## config.mk

```make
export PLATFORM = sky130hd
export DESIGN_NAME = fft_butterfly_sequencer
export DESIGN_NICKNAME = d
export VERILOG_FILES = /design/src/rtl/fft_butterfly_sequencer.sv
export SDC_FILE = /design/constraint.sdc
export NUM_CORES = 1
export LEC_CHECK = 0
export ABC_AREA = 1
export CAP_MARGIN = 20
export CORE_MARGIN = 1
export CORE_UTILIZATION = 49
export DETAILED_ROUTE_END_ITERATION = 10
export GPL_TIMING_DRIVEN = 0
export PLACE_DENSITY = 0.93
export SETUP_SLACK_MARGIN = 0.4
export SKIP_LAST_GASP = 1
export SLEW_MARGIN = 0
export SYNTH_ARGS = -nofsm -noshare
export SYNTH_HDL_FRONTEND = slang
export SYNTH_SLANG_ARGS = --single-unit
```

## constraint.sdc

```tcl
create_clock -name clk -period 3.9 [get_ports clk]
set_clock_uncertainty 0.05 [all_clocks]
set_input_delay 0.39 -clock clk [delete_from_list [all_inputs] [get_ports clk]]
set_output_delay 0.39 -clock clk [all_outputs]
set_load 0.01 [all_outputs]
```

## src/rtl/fft_butterfly_sequencer.sv

```systemverilog
// Butterfly sequencer for an in-place radix-2 DIT FFT: walks every stage
// and butterfly, emitting data-RAM address pairs and twiddle ROM indices.
module fft_butterfly_sequencer #(
    parameter int ADDR_WIDTH  = 4,
    parameter int STAGE_WIDTH = 2
) (
    input  logic                   clk,
    input  logic                   rst_n,
    input  logic                   start,
    input  logic                   stall,
    input  logic                   abort,
    output logic                   busy,
    output logic                   valid,
    output logic                   last,
    output logic                   done,
    output logic [STAGE_WIDTH-1:0] stage,
    output logic [ADDR_WIDTH-1:0]  addr_a,
    output logic [ADDR_WIDTH-1:0]  addr_b,
    output logic [ADDR_WIDTH-1:0]  tw_addr
);

    localparam logic [1:0] S_IDLE = 2'd0;
    localparam logic [1:0] S_RUN  = 2'd1;
    localparam logic [1:0] S_DONE = 2'd2;

    localparam int KW = ADDR_WIDTH - 1;
    localparam logic [KW-1:0] K_MAX = '1;
    localparam logic [STAGE_WIDTH-1:0] S_MAX = STAGE_WIDTH'(ADDR_WIDTH - 1);

    logic [1:0]             state_q, state_d;
    logic [STAGE_WIDTH-1:0] s_q, s_d;
    logic [KW-1:0]          k_q, k_d;
    logic                   k_end, s_end;

    assign valid = (state_q == S_RUN);
    assign done  = (state_q == S_DONE);
    assign busy  = (state_q != S_IDLE);
    assign k_end = (k_q == K_MAX);
    assign s_end = (s_q == S_MAX);
    assign last  = valid & k_end & s_end;
    assign stage = s_q;

    always_comb begin
        state_d = state_q;
        s_d     = s_q;
        k_d     = k_q;
        unique case (state_q)
            S_IDLE: begin
                if (start) begin
                    state_d = S_RUN;
                    s_d     = '0;
                    k_d     = '0;
                end
            end
            S_RUN: begin
                if (abort) begin
                    state_d = S_IDLE;
                    s_d     = '0;
                    k_d     = '0;
                end else if (!stall) begin
                    if (last) begin
                        state_d = S_DONE;
                        s_d     = '0;
                        k_d     = '0;
                    end else if (k_end) begin
                        k_d = '0;
                        s_d = s_q + 1'b1;
                    end else begin
                        k_d = k_q + 1'b1;
                    end
                end
            end
            S_DONE: begin
                state_d = S_IDLE;
                s_d     = '0;
                k_d     = '0;
            end
            default: begin
                state_d = S_IDLE;
                s_d     = '0;
                k_d     = '0;
            end
        endcase
    end

    always_ff @(posedge clk or negedge rst_n) begin
        if (!rst_n) begin
            state_q <= S_IDLE;
            s_q     <= '0;
            k_q     <= '0;
        end else begin
            state_q <= state_d;
            s_q     <= s_d;
            k_q     <= k_d;
        end
    end

    logic [ADDR_WIDTH-1:0]  kx, half, j, g, base;
    logic [STAGE_WIDTH-1:0] tw_sh;

    // k splits into group g (high bits) and in-group offset j (low s bits)
    always_comb begin
        kx    = {1'b0, k_q};
        half  = {{(ADDR_WIDTH-1){1'b0}}, 1'b1} << s_q;
        j     = kx & (half - 1'b1);
        g     = kx >> s_q;
        base  = (g << s_q) << 1;
        tw_sh = S_MAX - s_q;
        addr_a  = '0;
        addr_b  = '0;
        tw_addr = '0;
        if (valid) begin
            addr_a  = base | j;
            addr_b  = (base | j) + half;
            tw_addr = j << tw_sh;
        end
    end

endmodule

```

* Yosys cells after proc, flatten, opt, wreduce, memory -nomap -nowiden *
Cells that the tools add are included.
W data, S select, Z words.

storage, ports and cells
  bits in registers = 7
  bits of input ports = 5
  output and inout bits = 18
  logic and storage cells = 49

operators by class
  $add $sub $neg = 5
  equality and inequality tests = 8
  shift-type cells = 4
  multiplexer cells = 20
  bitwise logic cells = 4
  reduce and logical (&&, ||, !) cells = 5

operators by type and width
  kind                   number
  $mux W2                9
  $mux W3                5
  $mux W4                3
  $pmux W2 S2            2
  $pmux W3 S2            1
  $reduce_and A3 Y1      2
  $add A4 B4 Y4          1
  $and A3 B4 Y4          1
  $eq A2 B2 Y1 const B   2
  $ne A4 B2 Y1 const B   1
  $or A4 B4 Y4           1
  $shl A1 B2 Y4 const A  1
  $shl A4 B2 Y3          1
  $shl A4 B2 Y4          1
  $shr A3 B2 Y4          1
  $sub A4 B1 Y4 const B  1
  $add A3 B1 Y3 const B  1
  $eq A3 B3 Y1 const B   1
  $ne A3 B2 Y1 const B   1
  $ne A3 B3 Y1 const B   1
  $add A2 B1 Y2 const B  1
  $and A1 B1 Y1          2
  $eq A2 B1 Y1 const B   1
  $logic_not A2 Y1       1
  other kinds (4)        4

* Logic depth before layout (Yosys ltp) *
Gate-level depths: netlist (run 1).

  depth after elaboration = 7
  gate-level depth with buffers = 12
  mapped depth without buffers = 12

* Least setup slack after synthesis (run 1) *
OpenSTA, ideal clock, no wires.

  path kind = reg2out
  start = register s_q[1], in the netlist stage[1]
  end = output addr_b[1]
  data arrival time = 1908 ps
  data required time = 3460 ps
  slack = 1552 ps
  cell stages (with the launch flop) = 11
  path buffers = 0
  cells stage by stage = dfrtp_1 > inv_1 > ha_1 > inv_1 > nand2_1 > nand2_1 > nand2_1 > nand2_1 > fa_1 > inv_1 > nor2_1

between the ends
  word-level cells in the longest chain between the ends = 6
  elaborated cells on any way between the ends = 8
  those cells by class = 2 x add/sub; 3 x shift; 1 x mux; 2 x bitwise

RTL lines
  what                    RTL line  RTL
  start, declared         31        logic [STAGE_WIDTH-1:0] s_q, s_d;
  start signal, assigned  89        s_q <= '0;
  start signal, assigned  93        s_q <= s_d;
  $shl A1 B2 Y4           104       half = {{(ADDR_WIDTH-1){1'b0}}, 1'b1} << s_q;
  $sub A4 B1 Y4           105       j = kx & (half - 1'b1);
  $and A3 B4 Y4           105
  $or A4 B4 Y4            114       addr_b = (base | j) + half;
  $add A4 B4 Y4 *         114
  $mux W4 *               112       if (valid) begin
  end, declared           18        output logic [ADDR_WIDTH-1:0] addr_b,

Mark *: on every way between the ends. The rest lies on a longest branch, timed or not.

* Worst setup path in the final report (run 1) *
  start = register s_q[1], in the netlist stage[1]
  end = output addr_b[2]

The elaborated chain is that of the path after synthesis.

==> results.sh, run 1 <==
export IMPL_layout_commonest_cell="nand2_1"
export IMPL_grt_pass1_vias=605
export IMPL_die_w_um=41.4
export IMPL_p_leak_nw=0.512
export IMPL_cts_sinks=7
export IMPL_path_max_fanout=10
export IMPL_wl_per_cell_um=10.9
export IMPL_ant_nets=0
export IMPL_tns_ps=0
export IMPL_cp_end_kind="primary output"
export IMPL_critical_path_max_stage_delay_ps=530
export IMPL_yosysWarnings=0
export IMPL_pin_count=23
export IMPL_min_path_type="input port to async pin"
export IMPL_wl_met1_um=738
export IMPL_cp_slowest_cell="clkdlybuf4s50_1"
export IMPL_critical_path_class="flop to primary output"
export IMPL_antennaDiodeCount=0
export IMPL_final_period_utilization_pct=82.4
export IMPL_synth_avg_cell_area_um2=6.78
export IMPL_start_util_pct=55.6
export IMPL_layout_common_cells="34 x nand2_1, 22 x clkdlybuf4s50_1, 13 x inv_1"
export IMPL_post_cts_buffers=0
export IMPL_die_area_um2=1710
export IMPL_place_area_um2=998
export IMPL_cts_tree="yes"
export IMPL_rsz0062_at_grt="no"
export IMPL_dr_wl_met2_um=814
export IMPL_vdd_drop_max_mv=0.348
export IMPL_overflow=0
export IMPL_insertion_delay_ps=260
export IMPL_cts_htree_levels=1
export IMPL_syn_area_um2=759
export IMPL_maxCapViolCount=0
export IMPL_synth_edf_count=0
export IMPL_worst_path_stages=11
export IMPL_synth_net_count=127
export IMPL_finalHoldViolations=0
export IMPL_ys_flop_type="dfrtp_1"
export IMPL_status="completed"
export IMPL_port_buffers=22
export IMPL_fp_dieH_um=41.4
export IMPL_yosys_area_top_type="dfrtp_1"
export IMPL_worstSetupStartpointType="flop"
export IMPL_synth_seq_cells=7
export IMPL_path_cells="inv_1 -> ha_1 -> inv_1 -> nand2_1 -> nand2_1 -> nand2_1 -> nand2_1 -> fa_1 -> xnor2_1 -> nor2_1 -> clkdlybuf4s50_1"
export IMPL_fp_coreArea_um2=1370
export IMPL_dr_wl_met3_um=59
export IMPL_dpl_hpwl_um=1350
export IMPL_slew_viol_final=0
export IMPL_powerDensity_nw_per_um2=460
export IMPL_gp_congestion=0.785
export IMPL_drc=0
export IMPL_antenna_found_initial=0
export IMPL_cts_resized=0
export IMPL_nets=154
export IMPL_fin_hold_ws_ps=348
export IMPL_reg2regPathDepth=5
export IMPL_cts_reportedPaths_clkPinSlew_ps=50
export IMPL_fin_area_um2=1020
export IMPL_cts_root_buf="clkbuf_4"
export IMPL_required_ps=3460
export IMPL_gr_usage_all_layers_pct=23.0
export IMPL_area_growth_pct=34.9
export IMPL_grt_pass1_wl_um=2500
export IMPL_async_reset_ff_share_pct=100
export IMPL_dpl_worst_slack_ps=975
export IMPL_yosys_area_top_type_share_pct=23.1
export IMPL_row_count=13
export IMPL_vias=788
export IMPL_ys_types=21
export IMPL_viasPerCell=5.15
export IMPL_setup_viol=0
export IMPL_drt_iter0_drc=19
export IMPL_worst_slack_ps=686
export IMPL_grt_max_degree=11
export IMPL_max_freq_mhz=311
export IMPL_cts_buffer_depth=2
export IMPL_drtPass1Iterations=4
export IMPL_crit_top_cell="nand2_1"
export IMPL_synthTopCellsByArea="dfrtp_1 23%, nand2_1 17%, ha_1 15%, inv_1 6.4%, nand3_1 5.3%"
export IMPL_cp_arrival_ps=2770
export IMPL_ctsHoldBuffers=0
export IMPL_cp_num_buf_inv=3
export IMPL_period_minus_slack_ps=3210
export IMPL_top_layer="met4"
export IMPL_synthCells=112
export IMPL_cts_made_buffers=3
export IMPL_wirelength_um=1670
export IMPL_ys_seq_area_share_pct=23.1
export IMPL_power_total_w=0.000471
export IMPL_final_layout_size_suffix_gt1_share_pct=10.9
export IMPL_path_delay_family="buffers and inverters"
[state kept, by name, indices dropped and copies added, names as in the netlist]
name,cells
k_q,3
stage,2
state_q,2
[power breakdown]
part	switching (W)	total (W)	internal, W
clock network	0.0000283	0.0000674	0.0000391
logic	0.000161	0.000287	0.000127
registers	0.0000281	0.000116	0.0000881
[worst reg2reg max path: cells and delay by family, from the launching register on]
kind | cells | cell delay, ps
AND/OR/NAND/NOR | 2 | 380
flip-flops | 1 | 430
AO/OA/AOI/OAI | 1 | 130
adder cells (fa/ha/maj) | 2 | 440
[layer usage]
metal	track usage (%)	vias to the layer above
li1	-	410
met1	25.4	353
met2	42.2	20
met3	3.19	5
met4	12.1	0
met5	0	-
[layout make-up]
class | instances | area (µm²)
Fill cell | 110 | 342
Inverter | 15 | 56.3
Tap cell | 15 | 18.8
Timing Repair Buffer | 22 | 220
Sequential cell | 7 | 175
Multi-Input combinational cell | 89 | 520
Buffer | 1 | 7.51
Clock buffer | 4 | 26.3
[Yosys cell counts, types with 2 or more instances]
| cell type | instances |
|---|---|
| nand3_1 | 8 |
| inv_1 | 13 |
| a21oi_1 | 7 |
| dfrtp_1 | 7 |
| nand2_2 | 2 |
| nor2_4 | 3 |
| ha_1 | 9 |
| inv_2 | 2 |
| nand2_1 | 34 |
| o21ai_0 | 3 |
| o21ai_1 | 5 |
| nor2_1 | 10 |
[per-stage QoR]
step | instances | utilization, %
2_1_floorplan | 112 | -
3_3_place_gp | 149 | 73.1
3_5_place_dp | 149 | 73.1
4_1_cts | 153 | 75.0
5_1_grt | 153 | 75.0
6_report | 153 | 75.0
[cell families after synthesis]
logic type      Yosys count  synth area share, %
compound gates           15                 9.88
other cells               1                0.494
simple gates             62                 39.5
buf+inv                  16                 8.40
xor+xnor                  1                 1.15
flops                     7                 23.1
fa+ha+maj                10                 17.5
[worst paths after layout]
check | startpoint | end | slack [ps]
max | stage[1] | addr_b[2] | 690
min | rst_n | stage[0] | 350
max reg2reg | k_q[0] | k_q[0] | 2390
min reg2reg | k_q[2] | k_q[2] | 550
max in group asynchronous | rst_n | k_q[0] | 3210
min in group clk | k_q[2] | k_q[2] | 550
Note: power is estimated with default switching activity, not from simulation.
==> inputs of run 2 (changes only) <==
--- a/config.mk
+++ b/config.mk
@@ -7,11 +7,12 @@
 export LEC_CHECK = 0
 export ABC_AREA = 1
 export CAP_MARGIN = 20
+export CORE_ASPECT_RATIO = 0.75
 export CORE_MARGIN = 1
-export CORE_UTILIZATION = 49
+export CORE_UTILIZATION = 41
 export DETAILED_ROUTE_END_ITERATION = 10
 export GPL_TIMING_DRIVEN = 0
-export PLACE_DENSITY = 0.93
+export PLACE_DENSITY = 0.84
 export SETUP_SLACK_MARGIN = 0.4
 export SKIP_LAST_GASP = 1
 export SLEW_MARGIN = 0
==> constraint.sdc (replaced) <==
create_clock -name clk -period 2.59 [get_ports clk]
set_clock_uncertainty 0.05 [all_clocks]
set_input_delay 0.259 -clock clk [delete_from_list [all_inputs] [get_ports clk]]
set_output_delay 0.259 -clock clk [all_outputs]
set_load 0.01 [all_outputs]
==> run 2 against run 1 <==
Hold slack got worse by 130 ps. Largest cell class unchanged. Register-to-register slack got worse by 1300 ps. Design area increased by 20%. First-iteration DRC count increased by 42%. Worst setup slack got worse by 390 ps. Sequential share of layout area decreased by 2.4 points. Flip-flop and latch count unchanged. Global-route usage increased by 2.4 points. Wire length increased by 45%. Final cell count increased by 13%. Core utilization decreased by 4.4 points.
==> results.sh, run 2 (synthesized netlist as in run 1, its figures left out) <==
export IMPL_nets=167
export IMPL_cts_tree="yes"
export IMPL_cts_root_buf="clkbuf_4"
export IMPL_powerDensity_nw_per_um2=743
export IMPL_met2_usage_pct=46.4
export IMPL_cts_htree_levels=1
export IMPL_fp_dieH_um=39.3
export IMPL_slew_viol_final=0
export IMPL_setup_viol=0
export IMPL_vdd_drop_max_mv=0.480
export IMPL_gr_usage_all_layers_pct=25.4
export IMPL_crit_top_cell="nand2_4"
export IMPL_largest_reg_flops=3
export IMPL_cts_sinks=7
export IMPL_status="completed"
export IMPL_grt_pass1_vias=810
export IMPL_worst_path_stages=11
export IMPL_overflow=0
export IMPL_grtUsageMet3_pct=1.94
export IMPL_regMostFlops="k_q"
export IMPL_fp_coreArea_um2=1740
export IMPL_maxCapViolCount=0
export IMPL_antenna_found_initial=0
export IMPL_wl_per_cell_um=14.0
export IMPL_final_layout_size_suffix_gt1_share_pct=35.1
export IMPL_cp_num_buf_inv=4
export IMPL_drtPass1Iterations=4
export IMPL_p_leak_nw=0.696
export IMPL_wirelength_um=2420
export IMPL_cts_reportedPaths_clkPinSlew_ps=50
export IMPL_critical_path_max_stage_delay_ps=510
export IMPL_cts_buffer_depth=2
export IMPL_start_util_pct=43.6
export IMPL_layout_commonest_cell="nand2_1"
export IMPL_antennaDiodeCount=0
export IMPL_critical_path_class="flop to primary output"
export IMPL_die_w_um=51.7
export IMPL_ant_nets=0
export IMPL_path_cells="inv_4 -> ha_4 -> inv_4 -> nand2_4 -> nand2_4 -> nand2_4 -> nand2_4 -> fa_2 -> inv_1 -> nor2_1 -> buf_2"
export IMPL_max_freq_mhz=436
export IMPL_layout_common_cells="26 x nand2_1, 14 x buf_4, 11 x clkdlybuf4s50_1"
export IMPL_dpl_worst_slack_ps=-180
export IMPL_fin_area_um2=1230
export IMPL_ctsHoldBuffers=0
export IMPL_min_path_type="input port to async pin"
export IMPL_met1_usage_pct=29.0
export IMPL_path_delay_family="adder cells"
export IMPL_period_minus_slack_ps=2290
export IMPL_grt_max_degree=11
export IMPL_cp_end_kind="primary output"
export IMPL_area_growth_pct=61.8
export IMPL_drc=0
export IMPL_tns_ps=0
export IMPL_cp_arrival_ps=1980
export IMPL_dpl_hpwl_um=1330
export IMPL_port_buffers=22
export IMPL_insertion_delay_ps=260
export IMPL_reg2regPathDepth=5
export IMPL_power_total_w=0.000912
export IMPL_place_area_um2=1010
export IMPL_cts_made_buffers=3
export IMPL_finalHoldViolations=0
export IMPL_required_ps=2280
export IMPL_gr_max_usage_layer="met2"
export IMPL_gp_congestion=0.864
export IMPL_row_count=13
export IMPL_worst_slack_ps=298
export IMPL_pin_count=23
export IMPL_viasPerCell=5.24
export IMPL_cp_slowest_cell="fa_2"
export IMPL_drt_iter0_drc=27
export IMPL_path_max_fanout=4
export IMPL_grt_pass1_wl_um=3570
export IMPL_die_area_um2=2030
export IMPL_final_period_utilization_pct=88.5
export IMPL_rsz0062_at_grt="yes"
export IMPL_worstSetupStartpointType="flop"
export IMPL_vias=906
-- run 2: cell count changes in the layout (fill, tap and decap cells not counted), moves of 5 or more --
cell,previous run,this run
clkdlybuf4s50_1,22,11
buf_4,1,14
dlymetal6s2s_1,0,5
nand2_1,34,26
-- run 2: final timing paths --
kind / from / end / slack (ps)
worst max-delay path: stage[0] / addr_b[1] / 300
worst min-delay path: rst_n / state_q[1] / 220
worst max register to register: k_q[0] / k_q[0] / 1090
worst min register to register: k_q[1] / k_q[1] / 500
max in group asynchronous: rst_n / k_q[0] / 1990
min in group clk: k_q[1] / k_q[1] / 500
-- run 2: per-layer routing --
metal	vias to the layer above	wire length [µm]
li1	434	-
met3	7	135
met4	0	53
met5	-	0
met1	421	986
met2	44	1240
-- run 2: layout make-up --
class                           instances  area [µm²]
Timing Repair Buffer                   35         308
Fill cell                             131         512
Multi-Input combinational cell         89         616
Buffer                                  1        7.51
Tap cell                               22        27.5
Clock buffer                            4        26.3
Sequential cell                         7         180
Inverter                               15        63.8
-- run 2: repair_timing --
| action | CTS | global route |
|---|---|---|
| gates resized for setup | 35 | 17 |
| buffers inserted | 9 | 4 |
| endpoints found under the setup margin | 10 | 10 |
| gates cloned | 0 | 0 |
| pin swaps | 5 | 2 |
-- run 2: metrics by stage --
stage | std cells | hold slack [ps] | utilization (%)
after floorplan | 112 | -86.6 | -
after global placement | 156 | 491 | 58.0
after detailed placement | 156 | 497 | 58.0
after CTS | 169 | 223 | 66.6
after global routing | 173 | 241 | 70.6
final | 173 | 223 | 70.6
-- run 2: power breakdown --
group | internal, W | switching (W) | total (W)
Combinational | 0.000291 | 0.000348 | 0.000638
Clock | 0.0000589 | 0.0000422 | 0.000101
Sequential | 0.000136 | 0.0000374 | 0.000173
==> inputs of run 3 (changes only) <==
--- a/config.mk
+++ b/config.mk
@@ -7,12 +7,11 @@
 export LEC_CHECK = 0
 export ABC_AREA = 1
 export CAP_MARGIN = 20
-export CORE_ASPECT_RATIO = 0.75
 export CORE_MARGIN = 1
-export CORE_UTILIZATION = 41
+export CORE_UTILIZATION = 46
 export DETAILED_ROUTE_END_ITERATION = 10
 export GPL_TIMING_DRIVEN = 0
-export PLACE_DENSITY = 0.84
+export PLACE_DENSITY = 0.89
 export SETUP_SLACK_MARGIN = 0.4
 export SKIP_LAST_GASP = 1
 export SLEW_MARGIN = 0
==> constraint.sdc (replaced) <==
create_clock -name clk -period 2.5 [get_ports clk]
set_clock_uncertainty 0.05 [all_clocks]
set_input_delay 0.25 -clock clk [delete_from_list [all_inputs] [get_ports clk]]
set_output_delay 0.25 -clock clk [all_outputs]
set_load 0.01 [all_outputs]
==> run 3 against run 2 <==
Via count is 2.3% lower. Sequential power fell by 3%. Largest cell class unchanged. Hold slack worse by 21 ps. Global-route usage decreased by 2.0 points. Power shrank 3.8%. Combinational power down 6.3%. Die area shrank 10%. Non-clock buffer count fell by 2.
==> results.sh, run 3 (synthesized netlist as in run 1, its figures left out) <==
export IMPL_pin_count=23
export IMPL_slew_viol_final=0
export IMPL_cp_end_kind="primary output"
export IMPL_cts_sinks=7
export IMPL_start_util_pct=49.8
export IMPL_p_leak_nw=0.620
export IMPL_place_area_um2=1000
export IMPL_drc=0
export IMPL_worstReg2RegStart="k_q[1]"
export IMPL_wirelength_um=2160
export IMPL_setup_viol=0
export IMPL_port_buffers=22
export IMPL_layout_commonest_cell="nand2_1"
export IMPL_antennaDiodeCount=0
export IMPL_rsz0062_at_grt="yes"
export IMPL_min_path_type="input port to async pin"
export IMPL_fin_area_um2=1170
export IMPL_drt_iter0_drc=28
export IMPL_reg2reg_slack_ps=1080
export IMPL_overflow=0
export IMPL_gp_congestion=0.843
export IMPL_cp_arrival_ps=2040
export IMPL_cts_buffer_depth=2
export IMPL_antenna_found_initial=0
export IMPL_fin_cells=165
export IMPL_path_max_fanout=4
export IMPL_worstSetupStartpointType="flop"
export IMPL_cts_root_buf="clkbuf_4"
export IMPL_ant_nets=0
export IMPL_layout_common_cells="27 x nand2_1, 11 x buf_4, 11 x clkdlybuf4s50_1"
export IMPL_power_total_w=0.000877
export IMPL_die_area_um2=1820
export IMPL_grt_max_degree=11
export IMPL_cts_tree="yes"
export IMPL_cts_made_buffers=3
export IMPL_final_period_utilization_pct=93.6
export IMPL_rr_endpoint="k_q[0]"
export IMPL_drtPass1Iterations=4
export IMPL_vias=885
export IMPL_status="completed"
export IMPL_regMostFlops="k_q"
export IMPL_finalHoldViolations=0
export IMPL_critical_path_class="flop to primary output"
export IMPL_grt_pass1_wl_um=3230
export IMPL_final_layout_size_suffix_gt1_share_pct=34.2
export IMPL_fp_dieH_um=42.6
export IMPL_nets=165
export IMPL_insertion_delay_ps=260
export IMPL_viasPerCell=5.36
export IMPL_fp_coreArea_um2=1520
export IMPL_required_ps=2200
export IMPL_die_w_um=42.6
export IMPL_dpl_hpwl_um=1280
export IMPL_gr_usage_all_layers_pct=23.5
export IMPL_area_growth_pct=54.2
export IMPL_powerDensity_nw_per_um2=749
export IMPL_grt_pass1_vias=769
export IMPL_row_count=14
export IMPL_maxCapViolCount=0
export IMPL_largest_reg_flops=3
export IMPL_n_fill_cell=109
export IMPL_dp_cells=150
export IMPL_reg2regPathDepth=5
export IMPL_wl_per_cell_um=13.1
export IMPL_cts_reportedPaths_clkPinSlew_ps=60
export IMPL_vdd_drop_max_mv=0.473
export IMPL_max_freq_mhz=427
export IMPL_cts_htree_levels=1
export IMPL_period_minus_slack_ps=2340
[run 3: how the worst max path moves through the flow]
| stage | from | endpoint | cells after the start |
|---|---|---|---|
| final | stage[0] | addr_b[1] | 11 |
| after global routing | stage[0] | addr_b[1] | 11 |
| after CTS | stage[0] | addr_b[1] | 10 |
| after detailed placement | stage[1] | addr_b[2] | 11 |
| after global placement | stage[1] | addr_b[2] | 11 |
| after floorplan | stage[1] | addr_b[1] | 10 |
[run 3: report_power, final]
group / internal (W) / total [W] / switching [W] / leakage, nW
Combinational: 0.000267 / 0.000598 / 0.000331 / 0.515
Clock: 0.0000614 / 0.000111 / 0.0000499 / 0.0150
Sequential: 0.000140 / 0.000168 / 0.0000285 / 0.0894
[run 3: worst max-delay path, stage by stage (launching register included)]
cell and delay [ps]:
dfrtp_2 440, inv_4 80, ha_4 130, inv_2 50, nand2_1 90, nand2_2 80
nand2_2 80, nand2_2 70, fa_2 520, inv_1 40, nor2_1 80, buf_2 130
[run 3: cell type report]
| cell class | instances | area [µm²] | share of cell area, % |
|---|---|---|---|
| Buffer | 1 | 7.51 | 0.641 |
| Clock buffer | 4 | 26.3 | 2.24 |
| Inverter | 15 | 61.3 | 5.24 |
| Multi-Input combinational cell | 89 | 596 | 50.9 |
| Sequential cell | 7 | 179 | 15.3 |
| Tap cell | 16 | 20.0 | 1.71 |
| Timing Repair Buffer | 33 | 282 | 24.0 |
[run 3: routing by layer]
| metal | GRT usage (%) | share of wire (%) | wire (µm) | vias up |
|---|---|---|---|---|
| met5 | 0 | 0 | 0 | - |
| met4 | 13.8 | 1.7 | 36 | 0 |
| met3 | 1.29 | 4.0 | 87 | 5 |
| met2 | 40.3 | 52 | 1130 | 34 |
| met1 | 28.4 | 42 | 905 | 418 |
| li1 | - | - | - | 428 |
[run 3: through the flow]
step | worst slack (ps) | util, % | TNS, ps | hold WS, ps
after floorplan | 402 | - | 0 | -95.6
after global placement | -125 | 65.9 | -333 | 479
after detailed placement | -163 | 65.9 | -443 | 483
after CTS | 224 | 75.1 | 0 | 199
after global routing | 39.7 | 76.8 | 0 | 218
final | 159 | 76.8 | 0 | 202
[run 3: timing repair]
item / in CTS / in global routing
endpoints found under the hold margin: 0 / 0
setup endpoints to repair: 11 / 9
buffers inserted: 8 / 3
gates resized for setup: 37 / 8
pin swaps: 6 / 3
hold buffers: 0 / 0
